### src/rtl/shift_pattern_monitor.sv
// shift_pattern_monitor
// Watches the 8-bit shift counter bus and checks that it follows the one-hot
// rotate-left sequence 0x01 -> 0x02 -> ... -> 0x80 -> 0x01.
// While the bus is locked it reports the live bit position and counts completed
// laps. A broken sequence while locked raises a sticky error and bumps a
// saturating fault counter, and the monitor then hunts for lock again.
module shift_pattern_monitor #(
    parameter int LAP_W       = 8,
    parameter int RESYNC_HITS = 2
) (
    input  logic             clk,
    input  logic             reset,
    input  logic [7:0]       count_in,
    output logic [2:0]       pos,
    output logic             pos_valid,
    output logic [LAP_W-1:0] lap_count,
    output logic             lap_tick,
    output logic             err,
    output logic [7:0]       err_count,
    output logic [1:0]       state
);

    typedef enum logic [1:0] {
        HUNT  = 2'd0,
        TRACK = 2'd1,
        FAULT = 2'd2
    } mon_state_t;

    localparam logic [2:0] HITS_TARGET = 3'(RESYNC_HITS);

    mon_state_t state_q;
    logic [7:0] prev;
    logic [2:0] hits;
    logic [2:0] hits_next;
    logic       prev_legal;
    logic       is_step;
    logic       is_hold;
    logic       is_wrap;
    logic [2:0] count_pos;

    // Bit index of a one-hot value; only used when the value is known to be one-hot.
    function automatic logic [2:0] onehot_index(input logic [7:0] v);
        logic [2:0] idx;
        idx = 3'd0;
        for (int i = 0; i < 8; i++) begin
            if (v[i]) begin
                idx = 3'(i);
            end
        end
        return idx;
    endfunction

    // Classify the incoming value against the previously sampled one.
    // A zero prev (after reset) is never legal, so no step can occur on the first edge.
    assign prev_legal = (prev != 8'h00) && ((prev & (prev - 8'd1)) == 8'h00);
    assign is_step    = prev_legal && (count_in == {prev[6:0], prev[7]});
    assign is_hold    = prev_legal && (count_in == prev);
    assign is_wrap    = (prev == 8'h80) && (count_in == 8'h01);
    assign count_pos  = onehot_index(count_in);
    assign hits_next  = hits + 3'd1;

    assign state = state_q;

    // Monitor state machine; every output is registered here.
    always_ff @(posedge clk) begin
        // NOTE: sequential state uses non-blocking assignments so every register
        // samples the pre-edge values of the others, matching real flop behaviour.
        if (reset) begin
            state_q   <= HUNT;
            prev      <= 8'h00;
            hits      <= 3'd0;
            pos       <= 3'd0;
            pos_valid <= 1'b0;
            lap_count <= '0;
            lap_tick  <= 1'b0;
            err       <= 1'b0;
            err_count <= 8'd0;
        end else begin
            // prev always follows the bus, including the value seen during FAULT,
            // so that value can be the first half of the next legal step.
            prev     <= count_in;
            lap_tick <= 1'b0;

            case (state_q)
                HUNT: begin
                    if (is_step) begin
                        if (hits_next == HITS_TARGET) begin
                            // Entry edge: a wrap seen here is deliberately not counted.
                            state_q   <= TRACK;
                            pos       <= count_pos;
                            pos_valid <= 1'b1;
                            hits      <= 3'd0;
                        end else begin
                            hits <= hits_next;
                        end
                    end else begin
                        hits <= 3'd0;
                    end
                end

                TRACK: begin
                    if (is_step) begin
                        pos <= count_pos;
                        if (is_wrap) begin
                            lap_count <= lap_count + LAP_W'(1);
                            lap_tick  <= 1'b1;
                        end
                    end else if (!is_hold) begin
                        // pos keeps its last good value; only pos_valid drops.
                        state_q   <= FAULT;
                        pos_valid <= 1'b0;
                        err       <= 1'b1;
                        if (err_count != 8'hFF) begin
                            err_count <= err_count + 8'd1;
                        end
                    end
                end

                FAULT: begin
                    state_q <= HUNT;
                    hits    <= 3'd0;
                end

                default: begin
                    state_q <= HUNT;
                    hits    <= 3'd0;
                end
            endcase
        end
    end

endmodule

### config.mk
export PLATFORM = sky130hd
export DESIGN_NAME = shift_pattern_monitor
export DESIGN_NICKNAME = d
export VERILOG_FILES = /design/src/rtl/shift_pattern_monitor.sv
export SDC_FILE = /design/constraint.sdc
export NUM_CORES = 1
export LEC_CHECK = 0
export CAP_MARGIN = 5
export CORE_MARGIN = 8
export CORE_UTILIZATION = 45
export CTS_CLUSTER_SIZE = 25
export DETAILED_ROUTE_END_ITERATION = 10
export PLACE_DENSITY = 0.82
export SETUP_SLACK_MARGIN = 0.2
export SLEW_MARGIN = 15
export SYNTH_ARGS = -nofsm -noshare
export SYNTH_HDL_FRONTEND = slang
export SYNTH_SLANG_ARGS = --single-unit
export TNS_END_PERCENT = 50
### constraint.sdc
create_clock -name clk -period 3.2 [get_ports clk]
set_input_delay 0.96 -clock clk [delete_from_list [all_inputs] [get_ports clk]]
set_output_delay 0.96 -clock clk [all_outputs]
set_load 0.02 [all_outputs]
==> results.json, run 1 <==
{
  "synth_top_area_frac": 0.388,
  "cts_resized": 0,
  "synth-adder-area-share": 0.0277,
  "dp_slack_ns": 0.140,
  "layout.nets": 253,
  "overflow": 0,
  "reg2reg_depth": 6,
  "status": "complete, no violations",
  "die-area_sq_mm": 0.00629,
  "synth_xor_area_frac": 0.112,
  "die_y_um": 79.3,
  "ys_seq_elements": 35,
  "maxCapViolCount": 0,
  "timing.final.hold_violations": 0,
  "fmax_mhz": 361,
  "drv_slew": 0,
  "viasPerCell": 5.40,
  "post-route-min-period_ns": 2.77,
  "r2r_end": "err_count[4]$_SDFFE_PP0P_",
  "r2r_slack_ns": 1.01,
  "async_flop_share": 0,
  "cts_tree": "yes",
  "cp-start-kind": "primary input",
  "synth_top_family_by_area": "simple AND/OR/NAND/NOR gates",
  "gp_congestion": 0.868,
  "core_area_sq_mm": 0.00394,
  "synth-compound-area-share": 0.111,
  "die-width_um": 79.3,
  "final_cells": 290,
  "io_pins": 34,
  "cp_data_required_time_ns": 3.38,
  "cp.arrival_ns": 2.95,
  "yosys.area_share.simple": 0.303,
  "final_design_area_no_fill_sq_mm": 0.00227,
  "clkTransAtPathRegs_ns": 0.07,
  "r2r_start": "prev[3]$_SDFF_PP0_",
  "crit_path_max_fanout": 8,
  "ys.flop_type": "dfxtp_1",
  "clkSinkCount": 35,
  "rsz0062_at_grt": "false",
  "synth_area_per_cell_sq_um": 8.80,
  "p_leak_nw": 0.763,
  "hold_start": "err$_SDFFE_PP0P_",
  "area_delta_synth_final_pct": 26.0,
  "routedWlPerCell_um": 13.7,
  "hold_path.class": "flip-flop to flip-flop",
  "antenna_found_initial": 0,
  "yosysWarnings": 0,
  "syn_nets": 219,
  "grt_usage": 0.134,
  "postRouteAntennaNets": 0,
  "diodes": 0,
  "grt_max_degree": 23,
  "placed_area_sq_mm": 0.00217,
  "clk_latency_ns": 0.29,
  "cts_root_buffer": "clkbuf_8",
  "slew_headroom": 0.589,
  "dr.first_iter.drc_count": 114,
  "skew_ns": 0.00697,
  "synth_edf_count": 0,
  "hold-path-cell-count": 2,
  "setup-violations-final": 0,
  "setup_slack_ns": 0.432,
  "period_share": 0.865,
  "fp-row-count": 23,
  "cts_max_level": 2,
  "num_vias": 1565,
  "whs_endpoint": "err$_SDFFE_PP0P_",
  "p_per_area_mw_per_mm2": 384,
  "grt_pass1_wl_um": 6800,
  "postCtsSetupRepairBufs": 0,
  "endpoint_kind": "flip-flop",
  "fin_tns_setup_ns": 0,
  "totalWireLength_um": 3970,
  "peakVddDrop_v": 0.000180,
  "numCtsBuffers": 5,
  "path_class": "primary input to flip-flop",
  "synth_area_sq_mm": 0.00180,
  "yosysTopAreaCell": "dfxtp_1",
  "cts_hold_buf": 0,
  "clockBufferDepth": 2,
  "tightestPinTransition_ns": 0.611,
  "synth_area_leaders": "dfxtp_1 39%, xnor2_1 8.3%, nor2_1 4.2%, nor2b_1 4.2%, nand4_1 3.8%",
  "synthMuxAreaShare": 0.0180,
  "ys_seq_area_frac": 0.388,
  "synthesis.instances": 205,
  "dp_cells": 282,
  "synth.most_common_cell": "dfxtp_1",
  "drive_gt1_frac": 0.0875,
  "hpwlAfterDp_um": 2950,
  "first_global_vias": 1522,
  "nFillCells": 327,
  "synth_cell_type_count": 42,
  "port_buffers": 33,
  "start_util": 0.458,
  "netlist_top_cells_count": "35 x dfxtp_1, 20 x nor2_1, 17 x xnor2_1, 12 x nor2b_1, 11 x nand4_1",
  "drtPass1Iterations": 4,
  "drt_drc_violations_left": 0
}
worst max path at each step:
| stage | from | end | cells past startpoint |
|---|---|---|---|
| 2_1_floorplan | count_in[5] | lap_count[7]$_SDFFE_PP0P_ | 7 |
| 3_3_place_gp | count_in[6] | lap_count[7]$_SDFFE_PP0P_ | 9 |
| 3_5_place_dp | count_in[5] | lap_count[6]$_SDFFE_PP0P_ | 9 |
| 4_1_cts | count_in[5] | lap_count[6]$_SDFFE_PP0P_ | 9 |
| 5_1_grt | count_in[5] | lap_count[6]$_SDFFE_PP0P_ | 9 |
| 6_report | count_in[5] | lap_count[6]$_SDFFE_PP0P_ | 9 |
critical path, cell delays in order:
cell and delay (ns):
clkdlybuf4s50_1 0.51, nor4_1 0.40, buf_4 0.18, nand4_1 0.11
nor3_2 0.23, buf_4 0.19, nand4_1 0.13, xor2_1 0.18
nor2_1 0.05
kinds of logic after synthesis:
kind of cell               Yosys count
adders and majority gates            4
and+or+nand+nor                     96
xor gates and xnor gates            23
AOI/OAI and AO/OA                   29
muxes                                3
DFF                                 35
buffers and inverters               15
sequential cells by signal (all words and copies together), names as in the netlist, 2 cells and up:
signal / cells
state: 2
pos: 3
lap_count: 8
prev: 8
hits: 3
err_count: 8
power by group:
| part | switching (mW) | internal [mW] | total [mW] |
|---|---|---|---|
| clock network | 0.152 | 0.196 | 0.348 |
| logic | 0.0361 | 0.0364 | 0.0725 |
| registers | 0.0108 | 0.441 | 0.452 |
placed cells by master (no fill, tap or decap), types with 2 or more instances in the layout:
master | Yosys | routed
mux2_2 | 2 | 2
xnor2_1 | 17 | 17
clkdlybuf4s50_1 | 0 | 33
buf_4 | 0 | 4
dfxtp_1 | 35 | 35
nor3b_1 | 2 | 2
ha_1 | 4 | 4
or3_1 | 5 | 5
a211oi_1 | 3 | 3
o31ai_1 | 2 | 2
nor2_1 | 20 | 20
nor3_1 | 8 | 8
nor4b_1 | 2 | 2
nand4_1 | 11 | 11
nor2b_1 | 12 | 12
nand4b_1 | 4 | 4
xor2_1 | 6 | 6
a21oi_1 | 9 | 9
nand2b_1 | 5 | 5
clkbuf_8 | 0 | 7
a31o_2 | 2 | 2
and3_1 | 3 | 3
nand2_1 | 10 | 10
inv_1 | 5 | 5
nand3_1 | 2 | 2
o21ai_0 | 6 | 6
nor4_1 | 5 | 5
per-stage QoR:
stage	total power, mW	util	hold WS, ns
2_1_floorplan	0.509	-	0.449
3_3_place_gp	0.532	0.551	0.435
3_5_place_dp	0.533	0.551	0.446
4_1_cts	0.879	0.577	0.458
5_1_grt	0.905	0.577	0.479
6_report	0.873	0.577	0.450
per-layer routing:
metal | GRT usage | routed length [um] | vias to the layer above
li1 | - | - | 798
met5 | 0 | 0 | -
met3 | 0.0451 | 261 | 7
met2 | 0.227 | 1870 | 35
met1 | 0.146 | 1750 | 725
met4 | 0.0685 | 83 | 0
cell type report:
class / count / area (sq um) / area share
Multi-Input combinational cell: 155 / 1030 / 0.453
Sequential cell: 35 / 701 / 0.308
Timing Repair Buffer: 37 / 360 / 0.159
Clock buffer: 8 / 100 / 0.0440
Tap cell: 50 / 62.6 / 0.0275
Inverter: 5 / 18.8 / 0.00826
Power figures use the tool's default switching activity.
==> run 2, diff against run 1 <==
--- a/config.mk
+++ b/config.mk
@@ -5,12 +5,13 @@
 export SDC_FILE = /design/constraint.sdc
 export NUM_CORES = 1
 export LEC_CHECK = 0
+export ABC_AREA = 1
 export CAP_MARGIN = 5
 export CORE_MARGIN = 8
 export CORE_UTILIZATION = 45
 export CTS_CLUSTER_SIZE = 25
 export DETAILED_ROUTE_END_ITERATION = 10
-export PLACE_DENSITY = 0.82
+export PLACE_DENSITY = 0.8
 export SETUP_SLACK_MARGIN = 0.2
 export SLEW_MARGIN = 15
 export SYNTH_ARGS = -nofsm -noshare
==> results.json, run 2 <==
{
  "status": "complete, no violations",
  "die_y_um": 82.7,
  "die-area_sq_mm": 0.00683,
  "post-route-min-period_ns": 2.62,
  "diodes": 0,
  "synth_area_leaders": "dfxtp_1 35%, nand2_1 13%, nor2_1 6.2%, a21oi_1 6.0%, inv_1 6.0%",
  "dr.first_iter.drc_count": 86,
  "placed_area_sq_mm": 0.00236,
  "nFillCells": 423,
  "synth_edf_count": 0,
  "clkTransAtPathRegs_ns": 0.07,
  "reg_top3": "err_count: 8 flops, lap_count: 8 flops, prev: 8 flops",
  "cp_data_required_time_ns": 3.38,
  "ys.flop_type": "dfxtp_1",
  "setup-violations-final": 0,
  "start_util": 0.462,
  "cp.arrival_ns": 2.80,
  "num_vias": 1866,
  "grt_pass1_wl_um": 7470,
  "clk_latency_ns": 0.29,
  "clock_power_share": 0.376,
  "gp_congestion": 0.863,
  "layout_commonest_cell": "nand2_1",
  "ys_seq_area_frac": 0.350,
  "port_buffers": 33,
  "holdWs_ns": 0.453,
  "fp-row-count": 24,
  "crit_path_max_fanout": 11,
  "async_flop_share": 0,
  "drive_gt1_frac": 0.100,
  "p_per_area_mw_per_mm2": 352,
  "rsz0062_at_grt": "false",
  "cts_root_buffer": "clkbuf_8",
  "skew_ns": 0.00464,
  "postCtsSetupRepairBufs": 0,
  "layout.nets": 332,
  "postRouteAntennaNets": 0,
  "setup_slack_ns": 0.577,
  "clkSinkCount": 35,
  "synth.most_common_cell": "nand2_1",
  "clockBufferDepth": 2,
  "overflow": 0,
  "drv_slew": 0,
  "power.switching_uw": 233,
  "yosysTopAreaCell": "dfxtp_1",
  "synthesis.instances": 284,
  "dp_slack_ns": 0.303,
  "hpwlAfterDp_um": 3400,
  "cts_hold_buf": 0,
  "synth_area_per_cell_sq_um": 7.04,
  "totalWireLength_um": 4490,
  "netlist_top_cells_count": "68 x nand2_1, 35 x dfxtp_1, 33 x nor2_1, 32 x inv_1, 24 x a21oi_1",
  "yosysWarnings": 0,
  "cts_max_level": 2,
  "p_leak_nw": 1.00,
  "antenna_found_initial": 0,
  "combPwrFrac": 0.101,
  "synth_top_area_frac": 0.350,
  "final_cells": 371,
  "cts_resized": 0,
  "grt_usage": 0.141,
  "endpoint_kind": "flip-flop",
  "grt_max_degree": 17,
  "slew_headroom": 0.655,
  "final_design_area_no_fill_sq_mm": 0.00245,
  "dp_cells": 363,
  "maxCapViolCount": 0,
  "fin_tns_setup_ns": 0,
  "tightestPinTransition_ns": 0.516,
  "area_delta_synth_final_pct": 22.5,
  "synth_cell_type_count": 32,
  "period_share": 0.820,
  "core_area_sq_mm": 0.00432,
  "hold_path.class": "flip-flop to flip-flop",
  "fmax_mhz": 381,
  "synth_area_sq_mm": 0.00200,
  "peakVddDrop_v": 0.000212,
  "syn_nets": 298,
  "first_global_vias": 1742,
  "p_total_uw": 862,
  "numCtsBuffers": 5,
  "intPower_uw": 630,
  "switching_share": 0.270,
  "p_seq_frac": 0.522,
  "io_pins": 34,
  "ys_seq_elements": 35,
  "routedWlPerCell_um": 12.1,
  "drtPass1Iterations": 4,
  "path_class": "primary input to flip-flop",
  "die-width_um": 82.7,
  "viasPerCell": 5.03,
  "timing.final.hold_violations": 0,
  "drt_drc_violations_left": 0,
  "post-route-util": 0.567,
  "layout_common_cells": "68 x nand2_1, 35 x dfxtp_1, 33 x nor2_1, 33 x clkdlybuf4s50_1, 32 x inv_1",
  "cts_tree": "yes",
  "cp-start-kind": "primary input"
}
-- run 2: final cells by class --
class	instances	area, sq um	share of cell area
Clock inverter	2	12.5	0.00511
Clock buffer	6	72.6	0.0296
Inverter	36	135	0.0552
Sequential cell	35	701	0.286
Multi-Input combinational cell	206	1130	0.460
Timing Repair Buffer	34	338	0.138
Tap cell	52	65.1	0.0266
-- run 2: critical path, cell delays in order --
cell	delay, ns
clkdlybuf4s50_1	0.58
inv_1	0.11
nand2_1	0.07
nand2_1	0.07
nand2_1	0.06
nor2_1	0.04
nand2_1	0.09
inv_2	0.05
o21ai_4	0.32
nand2_1	0.25
nand2_1	0.12
a21oi_1	0.07
-- run 2: worst paths after layout --
check / from / to / slack [ns] / cells after the start
min reg2reg: err$_SDFFE_PP0P_ / err$_SDFFE_PP0P_ / 0.45 / 2
min: err$_SDFFE_PP0P_ / err$_SDFFE_PP0P_ / 0.45 / 2
max: count_in[7] / err_count[2]$_SDFFE_PP0P_ / 0.58 / 12
max reg2reg: err_count[0]$_SDFFE_PP0P_ / err_count[2]$_SDFFE_PP0P_ / 1.42 / 7
-- run 2: logic make-up after synthesis --
kind of cell / Yosys count / synth area share
fa+ha+maj: 4 / 0.0250
xor+xnor: 21 / 0.0920
simple gates: 145 / 0.342
buf+inv: 43 / 0.0864
compound gates: 36 / 0.105
flops: 35 / 0.350
-- run 2: routing by layer --
metal  wire length, um  track usage  part of all wire
met4                97       0.0707             0.022
met5                 0            0                 0
met3               218       0.0303             0.049
met2              2100        0.236              0.47
met1              2060        0.165              0.46
-- run 2: power by group through the flow --
stage               registers [mW]  clock network, mW  logic (mW)
floorplan                    0.456                  0      0.0645
CTS                          0.450              0.332      0.0875
detailed placement           0.460                  0      0.0867
finish                       0.450              0.325      0.0874
global route                 0.452              0.349      0.0964
global placement             0.460                  0      0.0859
==> run 3, diff against run 2 <==
==> constraint.sdc (replaced) <==
create_clock -name clk -period 2.71 [get_ports clk]
set_input_delay 0.813 -clock clk [delete_from_list [all_inputs] [get_ports clk]]
set_output_delay 0.813 -clock clk [all_outputs]
set_load 0.02 [all_outputs]
==> results.json, run 3 (synthesis results as in run 2) <==
{
  "status": "complete, no violations",
  "diodes": 0,
  "crit_family": "simple AND/OR/NAND/NOR gates",
  "reg_top3": "err_count: 8 flops, lap_count: 8 flops, prev: 8 flops",
  "num_vias": 1843,
  "layout.nets": 334,
  "post-route-min-period_ns": 2.36,
  "routedWlPerCell_um": 11.9,
  "critPathSlowestCell": "clkdlybuf4s50_1",
  "regArea_sq_um": 701,
  "cts_max_level": 2,
  "numCtsBuffers": 5,
  "p_per_area_mw_per_mm2": 435,
  "clockBufferDepth": 2,
  "hpwlAfterDp_um": 3470,
  "drv_slew": 0,
  "cp_data_required_time_ns": 2.89,
  "setup-violations-final": 0,
  "grt_usage": 0.139,
  "peakVddDrop_v": 0.000324,
  "cts_tree": "yes",
  "path_class": "primary input to flip-flop",
  "multi_input_area_sq_mm": 0.00113,
  "clk_latency_ns": 0.28,
  "clkTransAtPathRegs_ns": 0.07,
  "antenna_found_initial": 0,
  "fin_tns_setup_ns": 0,
  "skew_ns": 0.00962,
  "timing.final.hold_violations": 0,
  "max_stage_delay_ns": 0.50,
  "cp-start-kind": "primary input",
  "grt_max_degree": 13,
  "layout_commonest_cell": "nand2_1",
  "period_share": 0.871,
  "die_y_um": 82.7,
  "overflow": 0,
  "holdWs_ns": 0.451,
  "placed_area_sq_mm": 0.00238,
  "p_leak_nw": 1.02,
  "start_util": 0.462,
  "grt_pass1_wl_um": 7490,
  "die-width_um": 82.7,
  "endpoint_kind": "flip-flop",
  "gp_congestion": 0.847,
  "drtPass1Iterations": 4,
  "totalWireLength_um": 4420,
  "maxCapViolCount": 0,
  "path_cells": "clkdlybuf4s50_1 > inv_1 > nand4_1 > nor4_1 > nand2_1 > nor2_1 > inv_1 > nand2_1 > a21oi_1",
  "fp-row-count": 24,
  "cts_root_buffer": "clkbuf_8",
  "rsz0062_at_grt": "false",
  "layout_common_cells": "68 x nand2_1, 35 x dfxtp_1, 33 x nor2_1, 33 x clkdlybuf4s50_1, 32 x inv_1",
  "slew_headroom": 0.668,
  "hold_path.class": "flip-flop to flip-flop",
  "nFillCells": 421,
  "area_delta_synth_final_pct": 24.2,
  "drt_drc_violations_left": 0,
  "dr.first_iter.drc_count": 100,
  "tightestPinTransition_ns": 0.496,
  "cts_resized": 0,
  "worst-path-buf-inv": 3,
  "viasPerCell": 4.95,
  "postRouteAntennaNets": 0,
  "final_design_area_no_fill_sq_mm": 0.00248,
  "core_area_sq_mm": 0.00432,
  "clkSinkCount": 35,
  "cp.arrival_ns": 2.54,
  "io_pins": 34,
  "drive_gt1_frac": 0.103,
  "fmax_mhz": 424,
  "first_global_vias": 1744,
  "postCtsSetupRepairBufs": 0,
  "crit_path_max_fanout": 5,
  "port_buffers": 33,
  "die-area_sq_mm": 0.00683,
  "cts_hold_buf": 0
}
-- run 3: worst min-delay path, cell delays in order, from the launching register on --
cell     delay [ns]
dfxtp_1        0.31
inv_1          0.05
a21oi_1        0.05
-- run 3: per-stage QoR --
stage,power [mW],setup WS [ns],std cells,util
2_1_floorplan,0.615,0.814,284,-
3_3_place_gp,0.645,0.113,365,0.550
3_5_place_dp,0.648,0.0685,365,0.550
4_1_cts,1.09,0.368,372,0.574
5_1_grt,1.13,0.225,372,0.574
6_report,1.08,0.351,372,0.574
-- run 3: power breakdown --
group          internal [mW]  switching, mW  total [mW]
combinational         0.0447         0.0596       0.104
clock                  0.269          0.175       0.444
sequential             0.521         0.0116       0.532
-- run 3: metal layers --
metal  part of all wire  GRT usage
met5                  0          0
met4              0.013     0.0534
met3              0.043     0.0400
met2               0.49      0.241
met1               0.46      0.156
-- run 3: final cells by class --
cell class / instances / area share
clock inverters: 1 / 0.0121
inverters: 36 / 0.0544
well taps: 52 / 0.0262
repair buffers: 36 / 0.142
flip-flops and latches: 35 / 0.282
clock buffers: 6 / 0.0292
multi-input cells: 206 / 0.454
-- run 3: final timing paths --
path / startpoint / end / slack (ns) / depth (start not counted)
worst max-delay path: count_in[7] / lap_count[1]$_SDFFE_PP0P_ / 0.35 / 9
worst min-delay path: err$_SDFFE_PP0P_ / err$_SDFFE_PP0P_ / 0.45 / 2
worst max register to register: err_count[0]$_SDFFE_PP0P_ / err_count[2]$_SDFFE_PP0P_ / 0.86 / 7
worst min register to register: err$_SDFFE_PP0P_ / err$_SDFFE_PP0P_ / 0.45 / 2
